<file path="config.mk">
export PLATFORM = sky130hd
export DESIGN_NAME = uart_frame_decoder
export DESIGN_NICKNAME = d
export VERILOG_FILES = /design/src/rtl/uart_pkg.sv /design/src/rtl/uart_frame_decoder.sv
export SDC_FILE = /design/constraint.sdc
export NUM_CORES = 1
export LEC_CHECK = 0
export BUFFER_PORTS_ARGS = -buffer_cell sky130_fd_sc_hd__buf_2
export CORE_ASPECT_RATIO = 1.2
export CORE_MARGIN = 2
export CORE_UTILIZATION = 36
export CTS_CLUSTER_DIAMETER = 30
export DETAILED_ROUTE_END_ITERATION = 8
export PLACE_DENSITY = 0.65
export SYNTH_ARGS = -nofsm -noshare
export SYNTH_HDL_FRONTEND = slang
export SYNTH_SLANG_ARGS = --single-unit
export TNS_END_PERCENT = 100
</file>
<file path="constraint.sdc">
create_clock -name clk -period 1.76 [get_ports clk]
set_input_delay 0.264 -clock clk [delete_from_list [all_inputs] [get_ports clk]]
set_output_delay 0.264 -clock clk [all_outputs]
set_load 0.01 [all_outputs]
</file>
<file path="src/rtl/uart_pkg.sv">
// Shared constants for the UART frame decoder: FSM state encoding,
// frame sync byte and error-cause codes.
package uart_pkg;

  typedef enum logic [2:0] {
    ST_IDLE    = 3'd0,
    ST_CMD     = 3'd1,
    ST_LEN     = 3'd2,
    ST_PAYLOAD = 3'd3,
    ST_CHK     = 3'd4
  } state_e;

  localparam logic [7:0] SYNC_BYTE = 8'hAA;

  localparam logic [1:0] ERR_TIMEOUT = 2'b00;
  localparam logic [1:0] ERR_CHKSUM  = 2'b01;
  localparam logic [1:0] ERR_LENGTH  = 2'b10;
  localparam logic [1:0] ERR_OVERRUN = 2'b11;

endpackage

</file>
<file path="src/rtl/uart_frame_decoder.sv">
// Decodes AA/CMD/LEN/PAYLOAD/CHK frames from a byte-level UART receiver
// and holds the last good frame until the consumer acknowledges it.
//
// state      | meaning
// -----------+---------------------------------------------------------
// ST_IDLE    | hunting for the sync byte, other bytes silently dropped
// ST_CMD     | next byte is the command, seeds the XOR checksum
// ST_LEN     | next byte is the payload length (0..MaxLen)
// ST_PAYLOAD | collecting payload bytes into the working buffer
// ST_CHK     | next byte is compared against the running checksum
module uart_frame_decoder
  import uart_pkg::*;
#(
  parameter int ClkFrequency  = 100000000,
  parameter int MaxLen        = 8,
  parameter int TimeoutCycles = 1000000
) (
  input  logic                  clk,
  input  logic                  rst_n,
  input  logic                  Rx_done,
  input  logic [7:0]            RxD_data,
  output logic                  frame_valid,
  input  logic                  frame_ack,
  output logic [7:0]            frame_cmd,
  output logic [3:0]            frame_len,
  output logic [8*MaxLen-1:0]   frame_payload,
  output logic                  frame_err,
  output logic [1:0]            err_code
);

  localparam int CntW = $clog2(TimeoutCycles + 1);
  localparam logic [CntW-1:0] CntMax = CntW'(TimeoutCycles);

  // The 4-bit length output bounds the payload size.
  if (ClkFrequency <= 0 || MaxLen < 1 || MaxLen > 15) begin : g_param_check
    $error("uart_frame_decoder: illegal parameter set");
  end

  state_e                state_q, state_d;
  logic                  rx_d1_q;
  logic                  stb_q;
  logic [7:0]            byte_q;
  logic [7:0]            cmd_q, cmd_d;
  logic [3:0]            len_q, len_d;
  logic [3:0]            idx_q, idx_d;
  logic [7:0]            chk_q, chk_d;
  logic [8*MaxLen-1:0]   buf_q, buf_d;
  logic [CntW-1:0]       cnt_q, cnt_d;
  logic                  fvalid_q, fvalid_d;
  logic [7:0]            fcmd_q, fcmd_d;
  logic [3:0]            flen_q, flen_d;
  logic [8*MaxLen-1:0]   fpay_q, fpay_d;
  logic                  err_q, err_d;
  logic [1:0]            code_q, code_d;
  logic                  publish;
  logic                  timeout;

  // Edge detect on Rx_done; the byte is acted on the cycle after the rising edge.
  always_ff @(posedge clk) begin
    if (!rst_n) begin
      rx_d1_q <= 1'b1;
      stb_q   <= 1'b0;
      byte_q  <= '0;
    end else begin
      rx_d1_q <= Rx_done;
      stb_q   <= Rx_done & ~rx_d1_q;
      byte_q  <= RxD_data;
    end
  end

  // State, working frame and published-frame registers.
  always_ff @(posedge clk) begin
    if (!rst_n) begin
      state_q  <= ST_IDLE;
      cmd_q    <= '0;
      len_q    <= '0;
      idx_q    <= '0;
      chk_q    <= '0;
      buf_q    <= '0;
      cnt_q    <= '0;
      fvalid_q <= 1'b0;
      fcmd_q   <= '0;
      flen_q   <= '0;
      fpay_q   <= '0;
      err_q    <= 1'b0;
      code_q   <= '0;
    end else begin
      state_q  <= state_d;
      cmd_q    <= cmd_d;
      len_q    <= len_d;
      idx_q    <= idx_d;
      chk_q    <= chk_d;
      buf_q    <= buf_d;
      cnt_q    <= cnt_d;
      fvalid_q <= fvalid_d;
      fcmd_q   <= fcmd_d;
      flen_q   <= flen_d;
      fpay_q   <= fpay_d;
      err_q    <= err_d;
      code_q   <= code_d;
    end
  end

  // Next-state, frame assembly, timeout and publish/ack handling.
  always_comb begin
    state_d  = state_q;
    cmd_d    = cmd_q;
    len_d    = len_q;
    idx_d    = idx_q;
    chk_d    = chk_q;
    buf_d    = buf_q;
    cnt_d    = cnt_q;
    fvalid_d = fvalid_q;
    fcmd_d   = fcmd_q;
    flen_d   = flen_q;
    fpay_d   = fpay_q;
    err_d    = 1'b0;
    code_d   = code_q;
    publish  = 1'b0;

    // Idle counter only matters inside a frame; it saturates at the limit.
    if (state_q == ST_IDLE || stb_q) begin
      cnt_d = '0;
    end else if (cnt_q != CntMax) begin
      cnt_d = cnt_q + 1'b1;
    end
    timeout = (state_q != ST_IDLE) && !stb_q && (cnt_q == CntMax);

    case (state_q)
      ST_IDLE: begin
        if (stb_q && byte_q == SYNC_BYTE) begin
          state_d = ST_CMD;
          buf_d   = '0;
          idx_d   = '0;
        end
      end
      ST_CMD: begin
        if (stb_q) begin
          cmd_d   = byte_q;
          chk_d   = byte_q;
          state_d = ST_LEN;
        end
      end
      ST_LEN: begin
        if (stb_q) begin
          chk_d = chk_q ^ byte_q;
          if (byte_q > 8'(MaxLen)) begin
            err_d   = 1'b1;
            code_d  = ERR_LENGTH;
            state_d = ST_IDLE;
          end else if (byte_q == 8'd0) begin
            len_d   = '0;
            state_d = ST_CHK;
          end else begin
            len_d   = byte_q[3:0];
            state_d = ST_PAYLOAD;
          end
        end
      end
      ST_PAYLOAD: begin
        if (stb_q) begin
          chk_d = chk_q ^ byte_q;
          for (int i = 0; i < MaxLen; i++) begin
            if (idx_q == 4'(i)) buf_d[8*i +: 8] = byte_q;
          end
          idx_d = idx_q + 1'b1;
          if (idx_q + 4'd1 == len_q) state_d = ST_CHK;
        end
      end
      ST_CHK: begin
        if (stb_q) begin
          if (byte_q == chk_q) begin
            publish = 1'b1;
          end else begin
            err_d  = 1'b1;
            code_d = ERR_CHKSUM;
          end
          state_d = ST_IDLE;
        end
      end
      default: state_d = ST_IDLE;
    endcase

    if (timeout) begin
      err_d   = 1'b1;
      code_d  = ERR_TIMEOUT;
      state_d = ST_IDLE;
    end

    // An ack in the same cycle as a publish frees the slot for the new frame.
    if (publish) begin
      if (fvalid_q && !frame_ack) begin
        err_d  = 1'b1;
        code_d = ERR_OVERRUN;
      end else begin
        fvalid_d = 1'b1;
        fcmd_d   = cmd_q;
        flen_d   = len_q;
        fpay_d   = buf_q;
      end
    end else if (fvalid_q && frame_ack) begin
      fvalid_d = 1'b0;
    end
  end

  assign frame_valid   = fvalid_q;
  assign frame_cmd     = fcmd_q;
  assign frame_len     = flen_q;
  assign frame_payload = fpay_q;
  assign frame_err     = err_q;
  assign err_code      = code_q;

endmodule

</file>
Yosys cells after proc, flatten, opt, wreduce, memory -nomap -nowiden
Index checks and enable logic that the tools add are counted.
{ "classes": {"n_addsub": 2, "order_cmp": 1, "eq_ne": 32, "muxes": 49, "bitwise": 6, "n_reduce_logical": 33} }
{ "op_table": {"columns": ["cell", "n"], "rows": [
  ["2-to-1 mux 64 bit", 2],
  ["case mux 64 bit (2 select lines)", 1],
  ["2-to-1 mux 8 bit", 10],
  ["AND reduction 4 bit", 8],
  ["inequality test 2 bit (second input constant)", 14],
  ["2-to-1 mux 3 bit", 8],
  ["adder 20 x 1 -> 20 bit (second input constant)", 1],
  ["equality test 20 bit (second input constant)", 1],
  ["inequality test 20 bit (second input constant)", 1],
  ["equality test 4 x 3 -> 1 bit (second input constant)", 4],
  ["case mux 8 bit (2 select lines)", 1],
  ["case mux 3 bit (5 select lines)", 1],
  ["2-to-1 mux 2 bit", 7],
  ["2-to-1 mux 1 bit", 13],
  ["2-to-1 mux 4 bit", 3],
  ["AND reduction 3 bit", 3],
  ["equality test 4 x 2 -> 1 bit (second input constant)", 2],
  ["equality test 8 bit", 1],
  ["equality test 8 bit (second input constant)", 1],
  ["greater-than comparator 8 x 4 -> 1 bit (second input constant)", 1],
  ["logical NOT 8 bit", 1],
  ["case mux 4 bit (2 select lines)", 1],
  ["XOR 8 bit", 1],
  ["equality test 3 x 2 -> 1 bit (second input constant)", 2],
  ["20 further kinds", 35]
]} }
{ "totals": {"reg_bits": 201, "out_inout_bits": 80, "wordCells": 146} }

Longest topological paths before layout
Gate-level depths: netlist (run 1).
{ "depth": {"ltp_word": 7, "ltp_mapped": 8, "ltp_nobuf": 6} }

Worst setup path after synthesis (run 1)
OpenSTA, ideal clock, no wires.
{ "synth_path": {"kind": "flip-flop to flip-flop", "from": "reg byte_q[0]", "to": "reg buf_q[39]", "arrival_time_ns": 1.810, "required_time_ns": 1.688, "setup_slack_ns": -0.122, "stages_incl_launch_ff": 8, "synth_period_minus_slack_ns": 1.882, "cell_sequence": "dfxtp_1 -> buf_2 -> or4_4 -> nor3_4 -> o21ai_2 -> buf_6 -> a21oi_4 -> mux2i_1"} }
{ "synth_via": {"elab_chain_len": 4} }
{ "synth_rtl": {"columns": ["item", "line_no", "source"], "rows": [
  ["start, declared", "uart_frame_decoder.sv:42", "logic [7:0] byte_q;"],
  ["start signal, assigned", "uart_frame_decoder.sv:67", "byte_q <= RxD_data;"],
  ["equality test 8 bit", "uart_frame_decoder.sv:131", "if (stb_q && byte_q == SYNC_BYTE) begin"],
  ["logical AND 1 bit", "uart_frame_decoder.sv:131", null],
  ["inequality test 2 x 1 -> 1 bit (no line)", null, null],
  ["AND reduction 4 bit (no line)", null, null],
  ["end signal, assigned", "uart_frame_decoder.sv:93", "buf_q <= buf_d;"],
  ["end, declared", "uart_frame_decoder.sv:47", "logic [8*MaxLen-1:0] buf_q, buf_d;"]
]} }
No other way between the ends.
A chain may end at the register's enable or synchronous reset.

Final worst setup path (run 1)
Ends and elaborated chain as after synthesis.

==> out/metrics.yaml, run 1 <==
status: "finished with violations"
violations: "negative setup slack"
vias: 6755
maxCapViolCount: 0
cts_tree: "built"
setup_viol: 94
place_area_um2: 8655
rr_worst_depth: 6
start_util_pct: 36.50
end_kind: "register"
ctsLongestPathBuffers: 3
ys_types: 55
min_path_cells: 2
path_class: "reg2reg"
grt.overflow.total: 0
synth_edf_count: 0
wire_per_inst_um: 16.02
gp_congestion: 0.8016
seq_area_um2: 4038
row_count: 58
p_per_area_nw_per_um2: 1109
startpoint_type: "register"
drt-pass1-iter-count: 5
grt_max_degree: 62
drt_iter0_drc: 325
cts_htree_levels: 2
yosysSeqAreaShare_pct: 52.93
synth_seq_cells: 201
track_usage_pct: 18.76
seq_power_share_pct: 38.9
vdd_drop_max_v: 0.0005796
cellLeakagePower_nw: 4.057
clk_pin_slew_worst_paths_ns: 0.05
slew_viol_final: 0
period_needed_ns: 1.830
period_share_pct: 104.0
clock-sinks: 201
n_fill_cell: 1840
diodes: 0
netlist_instances: 867
report.final.hold_viol_count: 0
hold_class: "in2reg"
detail-route-antenna-nets: 0
core_um2: 20830
tightest_slew_ns: 0.3863
skew_ns: 0.02551
p_sw_share_pct: 21.74
async_flop_share_pct: 0
holdWs_ns: 0.01869
yosys.area.top_type: "dfxtp_1"
grt_pass1_vias: 6551
drc: 0
max-slew-margin-rel_pct: 74.02
io_pins: 92
yosys_warnings: 0
syn_area_per_cell_um2: 8.769
synth_area_leaders: "dfxtp_1, nand2_1, nand3_1"
arrival_ns: 2.25
synthToLayoutAreaGrowth_pct: 39.91
p_sw_w: 0.002564
vias_per_cell: 5.129
worstSkewPairLatency_ns: 0.51
crit_fanout: 8
clkPwrFrac_pct: 59.1
clock-root-buffer: "clkbuf_16"
dieArea_um2: 22300
cts_made_buffers: 35
rsz0062_at_grt: "yes"
nNetsFinal: 1039
syn-num-nets: 885
fin_setup_tns_ns: -1.904
setup_ws_ns: -0.06979
port_buffers: 91
synthTopCellsByCount: "dfxtp_1, nand2_1, nand3_1"
multi_input_area_um2: 3616
synth-main-ff-cell: "dfxtp_1"
power_frac_comb_pct: 2.0
fp.dieH_um: 163.2
required_ns: 2.18
drive_gt1_share_pct: 29.99
yosysMostFrequentCell: "dfxtp_1"
final_cell_area_um2: 10640
antenna_found_initial: 0
synth_top_area_share_pct: 52.93
hpwl_mm: 12.21
grt_pass1_wl_mm: 33.42
syn-cell-area_um2: 7602
internal_power_w: 0.009232
fmax_mhz: 546.5
die_x_um: 136.7
routed_wl_mm: 21.10
-- registers in the layout (all words and copies together) (netlist names) --
name and count:
frame_valid 1, frame_err 1, stb_q 1, frame_cmd 8
frame_payload 64, byte_q 8, state_q 3, chk_q 8
cmd_q 8, cnt_q 20, frame_len 4, buf_q 64
err_code 2, rx_d1_q 1, idx_q 4, len_q 4
-- final timing paths --
kind / from / slack, ns / endpoint
max reg2reg: byte_q[0] / -0.07 / buf_q[39]
min reg2reg: rx_d1_q / 0.38 / stb_q
max: byte_q[0] / -0.07 / buf_q[39]
min: RxD_data[2] / 0.02 / byte_q[2]
-- metrics by stage --
| stage | instances | setup WS (ns) | util [%] | total power (W) |
|---|---|---|---|---|
| floorplan | 867 | -0.06090 | - | 0.004794 |
| global placement | 1230 | -0.1440 | 41.55 | 0.004875 |
| detailed placement | 1230 | -0.1610 | 41.55 | 0.004875 |
| CTS | 1317 | -0.04909 | 50.26 | 0.01186 |
| global route | 1317 | -0.1506 | 51.07 | 0.01215 |
| finish | 1317 | -0.06979 | 51.07 | 0.01180 |
-- worst max-delay path: stages (launching register included) --
cell	delay, ns
dfxtp_2	0.33
or4_4	0.54
nor3_4	0.17
o21ai_2	0.13
buf_12	0.16
a21oi_4	0.23
mux2i_1	0.21
-- area by class of cell --
type / instances / area share [%]
Timing Repair Buffer: 175 / 13.19
Inverter: 6 / 0.2117
Sequential cell: 201 / 37.96
Clock buffer: 40 / 8.693
Multi-Input combinational cell: 602 / 34.00
Tap cell: 270 / 3.176
Clock inverter: 23 / 2.776
-- routing by layer --
| metal | up-vias | track usage, % | wire [µm] |
|---|---|---|---|
| met5 | - | 0 | 0 |
| met2 | 153 | 30.93 | 10430 |
| met3 | 47 | 4.345 | 1026 |
| met1 | 3212 | 23.29 | 9018 |
| li1 | 3343 | - | - |
| met4 | 0 | 8.144 | 621 |
-- cell usage in the layout, fill, tap and decap left out, types with 4 or more instances in the layout --
| cell type | n |
|---|---|
| nand2_1 | 161 |
| o22ai_2 | 10 |
| inv_6 | 8 |
| nor3_1 | 4 |
| nand3_2 | 17 |
| xor2_1 | 20 |
| or2_2 | 7 |
| o22ai_1 | 45 |
| and2_1 | 10 |
| bufinv_16 | 5 |
| ha_1 | 4 |
| dfxtp_1 | 190 |
| buf_16 | 11 |
| mux2i_1 | 5 |
| buf_6 | 5 |
| clkbuf_16 | 36 |
| dlygate4sd3_1 | 8 |
| o21ai_2 | 5 |
| a21oi_4 | 4 |
| dfxtp_2 | 11 |
| inv_1 | 5 |
| nand4_1 | 6 |
| buf_4 | 57 |
| o21ai_1 | 73 |
| buf_2 | 90 |
| xnor2_1 | 17 |
| nand2b_1 | 5 |
| nor4_2 | 5 |
| nand3_1 | 71 |
| nor2_1 | 45 |
| a21oi_1 | 27 |
-- power groups by stage --
| stage | combinational (W) | sequential [W] | clock [W] |
|---|---|---|---|
| floorplan | 0.000127 | 0.00467 | 0 |
| CTS | 0.000221 | 0.00458 | 0.00705 |
| global placement | 0.000197 | 0.00468 | 0 |
| finish | 0.000234 | 0.00459 | 0.00697 |
| detailed placement | 0.000198 | 0.00468 | 0 |
| global route | 0.000253 | 0.00458 | 0.00731 |
-- logic make-up (layout without fill, tap and decap cells) --
| logic type | count (synthesis) | count (layout) | share of synthesized area, % |
|---|---|---|---|
| AND/OR/NAND/NOR | 370 | 370 | 23.34 |
| multiplexers | 5 | 5 | 0.6584 |
| adder cells (fa/ha/maj) | 6 | 6 | 0.9875 |
| buffers and inverters | 64 | 244 | 3.538 |
| flip-flops | 201 | 201 | 52.93 |
| XOR/XNOR | 39 | 39 | 4.493 |
| AO/OA/AOI/OAI | 182 | 182 | 14.06 |
-- what timing repair did --
action,in CTS,in global routing
hold buffers,8,0
cloned,10,1
resized for setup,127,39
setup endpoints to repair,114,158
pin swaps,7,10
hold endpoints to repair,9,0
setup buffers,6,1
No activity file was read; power rests on OpenSTA's default activity.
==> run 2: changes to the inputs <==
GPL_TIMING_DRIVEN = 0   (was unset)
==> run 2 against run 1 <==
Net effect: the flow still finishes with violations (negative setup slack); maximum frequency down 6.6%; global-route usage up 0.53 points; clock skew down 0.010 ns; largest power group unchanged; largest cell class unchanged; sequential power barely moved; final area up 5.0%; via count up 2.9%; highest routed layer unchanged; first-iteration DRC count is 4.0% higher; critical path type unchanged; register-to-register slack got worse by 0.13 ns.
==> out/metrics.yaml, run 2 (same netlist as run 1, synthesis figures left out) <==
rsz0062_at_grt: "yes"  # unchanged
nNetsFinal: 1061  # was 1039
placed_cells: 1228  # was 1230
clock-root-buffer: "clkbuf_16"  # unchanged
routed_wl_mm: 21.80  # was 21.10 mm
path_buf_inv: 2  # was 1
cellLeakagePower_nw: 4.256  # was 4.057 nW
cpPeakStageDelay_ns: 0.53  # was 0.54 ns
reg2reg_slack_ns: -0.20  # was -0.07 ns
setup_ws_ns: -0.1993  # was -0.06979 ns
report.final.hold_viol_count: 0  # unchanged
path_cells: "buf_6 -> or4_4 -> nor3_4 -> o21ai_2 -> buf_6 -> a21oi_4 -> mux2i_1"  # was or4_4 -> nor3_4 -> o21ai_2 -> buf_12 -> a21oi_4 -> mux2i_1
grt_pass1_wl_mm: 34.07  # was 33.42 mm
n_fill_cell: 1817  # was 1840
crit_top_cell: "buf_6"
vias_per_cell: 5.185  # was 5.129
synthToLayoutAreaGrowth_pct: 46.87  # was 39.91%
tightest_slew_ns: 0.7940  # was 0.3863 ns
cts_made_buffers: 38  # was 35
drc: 0  # unchanged
port_buffers: 91  # unchanged
slew_viol_final: 0  # unchanged
status: "finished with violations"  # unchanged
crit_fanout: 8  # unchanged
setup_viol: 118  # was 94
startpoint: "byte_q[0]"  # unchanged
drive_gt1_share_pct: 33.05  # was 29.99%
worstHoldEndpoint: "frame_valid"  # was byte_q[2]
multi_input_area_um2: 3852  # was 3616 µm²
cts_tree: "built"  # unchanged
hp-start: "frame_ack"  # was RxD_data[2]
cts_htree_levels: 2  # unchanged
grt.overflow.total: 0  # unchanged
clk_pin_slew_worst_paths_ns: 0.05  # about the same
dieArea_um2: 22300  # unchanged
grt_pass1_vias: 6711  # was 6551
period_needed_ns: 1.959  # was 1.830 ns
diodes: 0  # unchanged
drt_iter0_drc: 338  # was 325
instances_no_fill: 1341  # was 1317
fp.dieH_um: 163.2  # unchanged
p_per_area_nw_per_um2: 1080  # was 1109 nW/µm²
maxCapViolCount: 0  # unchanged
io_pins: 92  # unchanged
vias: 6953  # was 6755
required_ns: 2.19  # was 2.18 ns
ctsLongestPathBuffers: 3  # unchanged
row_count: 58  # unchanged
worstSkewPairLatency_ns: 0.50  # was 0.51 ns
arrival_ns: 2.39  # was 2.25 ns
core_um2: 20830  # unchanged
r2r-end: "buf_q[39]"  # unchanged
drt-pass1-iter-count: 4  # was 5
critPathTopFamily: "simple AND/OR/NAND/NOR gates"  # unchanged
fin_util_pct: 53.61  # was 51.07%
start_util_pct: 36.50  # unchanged
antenna_found_initial: 0  # unchanged
end_kind: "register"  # unchanged
vdd_drop_max_v: 0.0007150  # was 0.0005796 V
die_x_um: 136.7  # unchanged
path_class: "reg2reg"  # unchanged
skew_ns: 0.01548  # was 0.02551 ns
crit_slowest_cell: "or4_4"  # unchanged
fmax_mhz: 510.4  # was 546.5 MHz
period_share_pct: 111.3  # was 104.0%
clock-sinks: 201  # unchanged
final_cell_mix: "dfxtp_1, nand2_1, buf_2"  # unchanged
violations: "negative setup slack"  # unchanged
detail-route-antenna-nets: 0  # unchanged
gp_congestion: 0.8296  # was 0.8016
layout.cells.most_common: "dfxtp_1"  # unchanged
hold_class: "in2reg"  # unchanged
r2r-start: "byte_q[0]"  # unchanged
min_path_cells: 4  # was 2
hpwl_mm: 13.40  # was 12.21 mm
max-slew-margin-rel_pct: 47.07  # was 74.02%
rr_worst_depth: 7  # was 6
wire_per_inst_um: 16.26  # was 16.02 µm
seq_area_um2: 4049  # was 4038 µm²
startpoint_type: "register"  # unchanged
track_usage_pct: 19.28  # was 18.76%
grt_max_degree: 12  # was 62
==> run 2: repair_timing <==
action,in CTS,in global routing
gates resized for setup,225,60
buffers inserted,21,8
pin swaps,32,11
setup endpoints to repair,165,184
hold buffers,9,0
gates cloned,10,2
endpoints found under the hold margin,9,0
==> run 2: worst max-delay path by stage <==
| stage | end | slack [ns] | cells after the start |
|---|---|---|---|
| final | buf_q[39] | -0.20 | 7 |
| after global routing | buf_q[5] | -0.26 | 9 |
| after CTS | buf_q[39] | -0.17 | 7 |
| after detailed placement | frame_len[0] | -0.99 | 8 |
| after global placement | frame_cmd[2] | -0.99 | 8 |
| after floorplan | buf_q[39] | -0.06 | 7 |
==> run 2: final cells by class <==
type | count | area share, %
Sequential cell | 201 | 36.26
Multi-Input combinational cell | 602 | 34.50
Timing Repair Buffer | 141 | 10.48
Clock buffer | 50 | 9.939
Buffer | 53 | 3.844
Tap cell | 270 | 3.026
Clock inverter | 18 | 1.748
Inverter | 6 | 0.2017
==> run 2: worst min-delay path: cells and delay by family <==
family          cells  cell delay (ns)
simple gates        2             0.12
compound gates      1             0.12
buf+inv             1             0.08
==> run 2: power breakdown <==
part	leakage, nW	switching (W)	internal (W)
sequential	1.63	0.0000178	0.00457
clock	0.637	0.00233	0.00487
combinational	1.99	0.000173	0.0000856
==> run 2: routing by layer <==
metal | vias to the layer above | share of wire [%] | global-route usage [%]
met5 | - | 0 | 0
met4 | 0 | 4.1 | 8.854
met3 | 64 | 6.2 | 4.066
met2 | 216 | 50 | 32.66
met1 | 3283 | 40 | 23.27
li1 | 3390 | - | -
==> run 2: metrics by stage <==
step | setup TNS [ns] | hold slack [ns] | total power (W) | worst slack [ns] | cell area, µm²
floorplan | -0.2593 | 0.3655 | 0.004794 | -0.06090 | 7629
global placement | -92.70 | 0.3718 | 0.004869 | -0.9944 | 8422
detailed placement | -90.65 | 0.3799 | 0.004869 | -0.9885 | 8422
CTS | -10.62 | 0.1155 | 0.01214 | -0.1700 | 10860
global route | -25.56 | 0.1511 | 0.01242 | -0.2554 | 11170
finish | -12.52 | 0.1429 | 0.01206 | -0.1993 | 11170
